### src/rtl/iddmm_pkg.sv
// Shared types and defaults for the IDDMM multiplier sharing logic.
// The tag id field is sized for the largest supported requester count (8).
package iddmm_pkg;

    localparam int DATA_W_DEF  = 128;
    localparam int MUL_LAT_DEF = 7;
    localparam int ID_W_MAX    = 3;

    typedef struct packed {
        logic                vld;
        logic [ID_W_MAX-1:0] id;
        logic                lo;
    } mul_tag_t;

endpackage

### src/rtl/iddmm_mul_arbiter_rr_arbiter.sv
// Round-robin arbiter: the first request at or after the pointer wins.
// The pointer moves just past the winner whenever an issue happens.
module rr_arbiter #(
    parameter int N = 4,
    localparam int PW = (N > 1) ? $clog2(N) : 1
) (
    input  logic          clk,
    input  logic          rst_n,
    input  logic [N-1:0]  req,
    input  logic          en,
    input  logic          advance,
    output logic [N-1:0]  grant,
    output logic [PW-1:0] grant_idx,
    output logic [PW-1:0] ptr
);

    logic [PW-1:0] ptr_q;
    logic [PW-1:0] ptr_d;
    logic [PW-1:0] cand;
    logic          found;

    always_comb begin
        grant     = '0;
        grant_idx = '0;
        found     = 1'b0;
        cand      = ptr_q;
        for (int k = 0; k < N; k++) begin
            if (en && !found && req[cand]) begin
                found       = 1'b1;
                grant[cand] = 1'b1;
                grant_idx   = cand;
            end
            cand = (cand == PW'(N - 1)) ? '0 : cand + 1'b1;
        end
    end

    always_comb begin
        ptr_d = ptr_q;
        if (advance) begin
            ptr_d = (grant_idx == PW'(N - 1)) ? '0 : grant_idx + 1'b1;
        end
    end

    always_ff @(posedge clk) begin
        if (!rst_n) begin
            ptr_q <= '0;
        end else begin
            ptr_q <= ptr_d;
        end
    end

    assign ptr = ptr_q;

endmodule

### src/rtl/iddmm_mul_arbiter.sv
// Shares one fixed-latency, non-stallable multiplier between NUM_REQ requesters.
// A tag pipeline matched to MUL_LAT marks which multiplier outputs belong to real issues.
module iddmm_mul_arbiter
    import iddmm_pkg::*;
#(
    parameter int NUM_REQ = 4,
    parameter int DATA_W  = DATA_W_DEF,
    parameter int MUL_LAT = MUL_LAT_DEF,
    parameter int ID_W    = $clog2(NUM_REQ),
    localparam int CNT_W  = $clog2(MUL_LAT + 1)
) (
    input  logic                      clk,
    input  logic                      rst_n,
    input  logic                      en,
    input  logic [NUM_REQ-1:0]        req_valid,
    output logic [NUM_REQ-1:0]        req_ready,
    input  logic [NUM_REQ*DATA_W-1:0] req_x,
    input  logic [NUM_REQ*DATA_W-1:0] req_y,
    input  logic [NUM_REQ-1:0]        req_lo,
    output logic [DATA_W-1:0]         mul_x,
    output logic [DATA_W-1:0]         mul_y,
    input  logic [2*DATA_W-1:0]       mul_result,
    output logic                      resp_valid,
    output logic [ID_W-1:0]           resp_id,
    output logic [2*DATA_W-1:0]       resp_data,
    output logic [CNT_W-1:0]          inflight,
    output logic                      busy
);

    logic [NUM_REQ-1:0] gnt;
    logic [ID_W-1:0]    gnt_idx;
    logic [ID_W-1:0]    rr_ptr;
    logic               issue;

    rr_arbiter #(.N(NUM_REQ)) u_rr (
        .clk       (clk),
        .rst_n     (rst_n),
        .req       (req_valid),
        .en        (en),
        .advance   (issue),
        .grant     (gnt),
        .grant_idx (gnt_idx),
        .ptr       (rr_ptr)
    );

    assign req_ready = gnt;
    assign issue     = |gnt;

    logic [DATA_W-1:0]   mul_x_q, mul_x_d, mul_y_q, mul_y_d;
    mul_tag_t            tag_q [MUL_LAT];
    mul_tag_t            tag_d [MUL_LAT];
    mul_tag_t            out_tag;
    logic                resp_valid_q, resp_valid_d;
    logic [ID_W-1:0]     resp_id_q, resp_id_d;
    logic [2*DATA_W-1:0] resp_data_q, resp_data_d;
    logic [CNT_W-1:0]    inflight_q, inflight_d;
    logic                busy_q, busy_d;

    always_comb begin
        tag_d[0]     = '0;
        tag_d[0].vld = issue;
        tag_d[0].id  = ID_W_MAX'(gnt_idx);
        tag_d[0].lo  = req_lo[gnt_idx];
    end

    for (genvar gi = 1; gi < MUL_LAT; gi++) begin : g_tag_shift
        always_comb tag_d[gi] = tag_q[gi-1];
    end

    assign out_tag = tag_q[MUL_LAT-1];

    always_comb begin
        mul_x_d = mul_x_q;
        mul_y_d = mul_y_q;
        if (issue) begin
            mul_x_d = req_x[int'(gnt_idx)*DATA_W +: DATA_W];
            mul_y_d = req_y[int'(gnt_idx)*DATA_W +: DATA_W];
        end

        // Multiplier outputs without a valid tag are stale or pre-reset and are dropped.
        resp_valid_d = out_tag.vld;
        resp_id_d    = resp_id_q;
        resp_data_d  = resp_data_q;
        if (out_tag.vld) begin
            resp_id_d   = out_tag.id[ID_W-1:0];
            resp_data_d = out_tag.lo ? {{DATA_W{1'b0}}, mul_result[DATA_W-1:0]} : mul_result;
        end

        case ({issue, out_tag.vld})
            2'b10:   inflight_d = inflight_q + CNT_W'(1);
            2'b01:   inflight_d = inflight_q - CNT_W'(1);
            default: inflight_d = inflight_q;
        endcase
        busy_d = (inflight_d != '0);
    end

    always_ff @(posedge clk) begin
        if (!rst_n) begin
            mul_x_q      <= '0;
            mul_y_q      <= '0;
            resp_valid_q <= 1'b0;
            resp_id_q    <= '0;
            resp_data_q  <= '0;
            inflight_q   <= '0;
            busy_q       <= 1'b0;
            for (int s = 0; s < MUL_LAT; s++) begin
                tag_q[s] <= '0;
            end
        end else begin
            mul_x_q      <= mul_x_d;
            mul_y_q      <= mul_y_d;
            resp_valid_q <= resp_valid_d;
            resp_id_q    <= resp_id_d;
            resp_data_q  <= resp_data_d;
            inflight_q   <= inflight_d;
            busy_q       <= busy_d;
            for (int s = 0; s < MUL_LAT; s++) begin
                tag_q[s] <= tag_d[s];
            end
        end
    end

    logic unused_bits;
    assign unused_bits = ^{rr_ptr, out_tag.id};

    assign mul_x      = mul_x_q;
    assign mul_y      = mul_y_q;
    assign resp_valid = resp_valid_q;
    assign resp_id    = resp_id_q;
    assign resp_data  = resp_data_q;
    assign inflight   = inflight_q;
    assign busy       = busy_q;

endmodule

### config.mk
export PLATFORM = sky130hd
export DESIGN_NAME = iddmm_mul_arbiter
export DESIGN_NICKNAME = d
export VERILOG_FILES = /design/src/rtl/iddmm_pkg.sv /design/src/rtl/iddmm_mul_arbiter_rr_arbiter.sv /design/src/rtl/iddmm_mul_arbiter.sv
export SDC_FILE = /design/constraint.sdc
export NUM_CORES = 2
export LEC_CHECK = 0
export ABC_AREA = 1
export BUFFER_PORTS_ARGS = -buffer_cell sky130_fd_sc_hd__buf_2
export CORE_AREA = 2 2 700 702
export CTS_BUF_LIST = sky130_fd_sc_hd__clkbuf_4
export DETAILED_ROUTE_END_ITERATION = 10
export DIE_AREA = 0 0 702 704
export SLEW_MARGIN = 40
export SYNTH_ARGS = -nofsm -noshare
export SYNTH_HDL_FRONTEND = slang
export SYNTH_HIERARCHICAL = 1
export SYNTH_SLANG_ARGS = --single-unit
### constraint.sdc
create_clock -name clk -period 4.5 [get_ports clk]
set_clock_uncertainty 0.2 [all_clocks]
set_input_delay 0.9 -clock clk [delete_from_list [all_inputs] [get_ports clk]]
set_output_delay 0.9 -clock clk [all_outputs]
set_load 0.005 [all_outputs]
==> metrics.md <==
| Metric | Value |
|---|---|
| Post-Route WL | 428 mm |
| Sum of negative setup slack | 0 ps |
| CTS tree | built |
| Pin count of the biggest net entering global routing | 177 |
| Syn Nets | 7285 |
| CP startpoint kind | flop |
| Initial core utilization | 7.06% |
| Routed len/inst | 26.6 um |
| R2r setup slk | 80 ps |
| Pwr dens | 545 mW/mm2 |
| Synth async-reset ratio | 0% |
| 1st-iter DRT viols | 5483 |
| Synth area leader | dfxtp_1 |
| Worst setup EP type | flop |
| Most frequent cells after synthesis | nand2_1 (1727), inv_1 (1580), nand3_1 (906), dfxtp_1 (549), nor2_1 (274) |
| FF-to-FF path depth | 24 |
| Flops & latches, synth | 549 |
| DR pass1 iterations | 6 |
| DRC viols | 0 |
| Initial antenna violation count | 293 |
| Clk Latency, worst-skew pair | 1320 ps |
| Clock sinks | 549 |
| First-pass GRT wire length | 515 mm |
| Max Cap Viol | 0 |
| Static Leak | 38.5 nW |
| Chip height | 704 um |
| Avg Cell Area, Syn | 5.75 um2 |
| VDD IR-drop max | 0.442 mV |
| Vias | 54500 |
| Final Max Tran Viols | 0 |
| Htree depth | 4 |
| Status | completed |
| Top_reg_cell synth | dfxtp_1 |
| Crit path kind | flop to flop |
| Cell area after synthesis | 0.0344 mm2 |
| Final Hold Viols | 0 |
| Vias in the first global route | 52000 |
| Area share of the largest cell type after synthesis | 31.9% |
| Endpoints failing setup | 0 |
| Io pins | 1814 |
| Worst Tran Pin Value | 906 ps |
| Post-synth EDFFs | 0 |
| Crit path to | mul_y[4] |
| Count leader, synth | nand2_1 |
| Worst hold slack | 153 ps |
| Die width | 702 um |
| Post-Synthesis Cells | 5985 |
| Gr ovfl total | 0 |
| Synth area leaders | dfxtp_1 (32%), nand2_1 (19%), inv_1 (17%) |
| Share of post-route cells with drive strength above 1 | 25.6% |
| Post-detail-place hpwl | 342 mm |
| Yosys warnings | 6 |
| Vias/cell | 3.39 |
| Max Clock Freq | 0.226 GHz |
| Total GRT Usage | 15.9% |
| Area after DPL | 0.0515 mm2 |
| Area grow syn2layout | 106% |
| Core Util, Final | 14.5% |
| I/O Buffers | 1813 |
| Seq/Total Area, Yosys | 31.9% |
| Core Region | 0.487 mm2 |
| Gpl congestion | 1.06 |
| Hold/Removal Path Class | primary input to flop |
| Worst path arrival time | 5450 ps |
| Clk buf depth | 4 |
| Final instance area | 0.0708 mm2 |
| Root Driver | clkbuf_4 |
| Reg2reg end | mul_y[4] |
| CP Launch Point | u_rr/ptr[0] |
| Full die area | 0.494 mm2 |
| Post-route clock period utilization | 98.2% |
| Slew HR | 39.4% |
| Final ANT Viol Nets | 0 |
| Rows | 257 |
| RSZ-0062 raised after global routing | yes |
| Worst endpoint required time | 5530 ps |
| Cell variety after synth | 28 |
| NumNets Final | 10600 |
| RR Startpoint | u_rr/ptr[0] |
| CTS clock-pin slew for the worst setup and hold paths | 70 ps |
| Crit-path max FO | 54 |
| Final min period | 4420 ps |
| CTS Buf Count | 193 |
[per-layer routing]
layer  share of wire [%]  global-route usage, %  up-vias
met5                0.25                      0        -
met4                 4.6                   6.41      164
met3                  13                   7.54      999
met2                  41                   23.4     3228
met1                  41                   19.6    25500
li1                    -                      -    24600
[area by class of cell]
| type | count | area (um2) |
|---|---|---|
| Fill cell | 56500 | 417000 |
| Timing Repair Buffer | 3522 | 27000 |
| Multi-Input combinational cell | 3464 | 15800 |
| Sequential cell | 549 | 11000 |
| Tap cell | 6475 | 8100 |
| Inverter | 1586 | 6040 |
| Clock buffer | 259 | 1940 |
| Antenna cell | 174 | 435 |
| Clock inverter | 65 | 389 |
| Timing Repair inverter | 1 | 11.3 |
[layout by cell type (no fill, tap or decap), types with 3 or more instances in the layout]
cell	n
nand3b_1	256
nand3_2	13
buf_6	20
inv_8	3
buf_12	41
nand3_4	4
nor2_1	271
nand2_1	1716
clkinv_4	6
clkbuf_4	259
buf_8	9
buf_4	152
dfxtp_1	546
clkinv_2	10
clkinv_1	43
inv_2	3
nand2_2	13
clkbuf_16	24
inv_4	3
diode_2	174
inv_1	1574
a21oi_1	134
buf_2	1809
buf_16	19
ha_1	5
dfxtp_4	3
nand3_1	893
o21ai_0	134
dlygate4sd3_1	1448
o22ai_1	3
ha_4	3
nand4_1	6
bufinv_16	3
[cell families after synthesis]
| logic type | after synthesis | share of synthesized area, % |
|---|---|---|
| buffers and inverters | 1972 | 22.7 |
| AOI/OAI and AO/OA | 273 | 3.99 |
| DFF | 549 | 31.9 |
| xor gates and xnor gates | 1 | 0.0255 |
| and+or+nand+nor | 3181 | 41.0 |
| adders and majority gates | 9 | 0.349 |
[repair_timing]
item,4_1_cts,5_1_grt
cloned,0,45
endpoints found under the hold margin,527,6
buffers inserted,30,33
pin swaps,10,14
setup endpoints to repair,4,248
hold buffers,1448,6
resized for setup,27,96
[through the flow]
stage / worst slack [ps] / total power, mW / std cells
after floorplan: 843 / 17.3 / 5985
after global placement: 542 / 27.2 / 14000
after detailed placement: 591 / 27.2 / 14000
after CTS: -136 / 35.5 / 15800
after global routing: -180 / 41.3 / 16000
final: 81.3 / 38.5 / 16100
[flip-flops by register name, summed over array words and instances (netlist names), 2 cells and up]
name,cells
u_rr/ptr,2
resp_id,2
tag_q,28
resp_data,256
inflight,3
mul_x,128
mul_y,128
[power breakdown]
part,switching [mW],internal (mW),total (mW)
logic,16.6,9.60,26.2
registers,0.440,5.83,6.27
clock network,3.20,2.83,6.03
[how the worst min path moves through the flow]
stage                           start          end  slack (ps)  cells after the start
after global routing       req_y[466]    mul_y[82]          50                      7
after global placement    tag_q[2][4]  tag_q[3][4]         190                      2
final                       req_x[97]    mul_x[97]         150                      7
after floorplan           tag_q[0][0]  tag_q[1][0]         190                      2
after detailed placement  tag_q[1][1]  tag_q[2][1]         200                      2
after CTS                  req_y[127]   mul_y[127]       0.007                      7
[critical path, stage by stage, from the launching register on]
cell	delay, ps
dfxtp_4	400
inv_8	40
ha_4	250
inv_4	90
nand2_4	50
buf_4	130
buf_4	120
buf_4	120
buf_4	120
buf_4	120
buf_4	120
buf_4	120
buf_4	120
buf_4	120
buf_4	120
buf_4	120
buf_4	130
a31oi_4	210
nand2_8	120
buf_12	180
nand3_1	260
dlygate4sd3_1	690
nand3_1	120
nand2_1	80
inv_1	40
(Power assumes the default switching activity.)
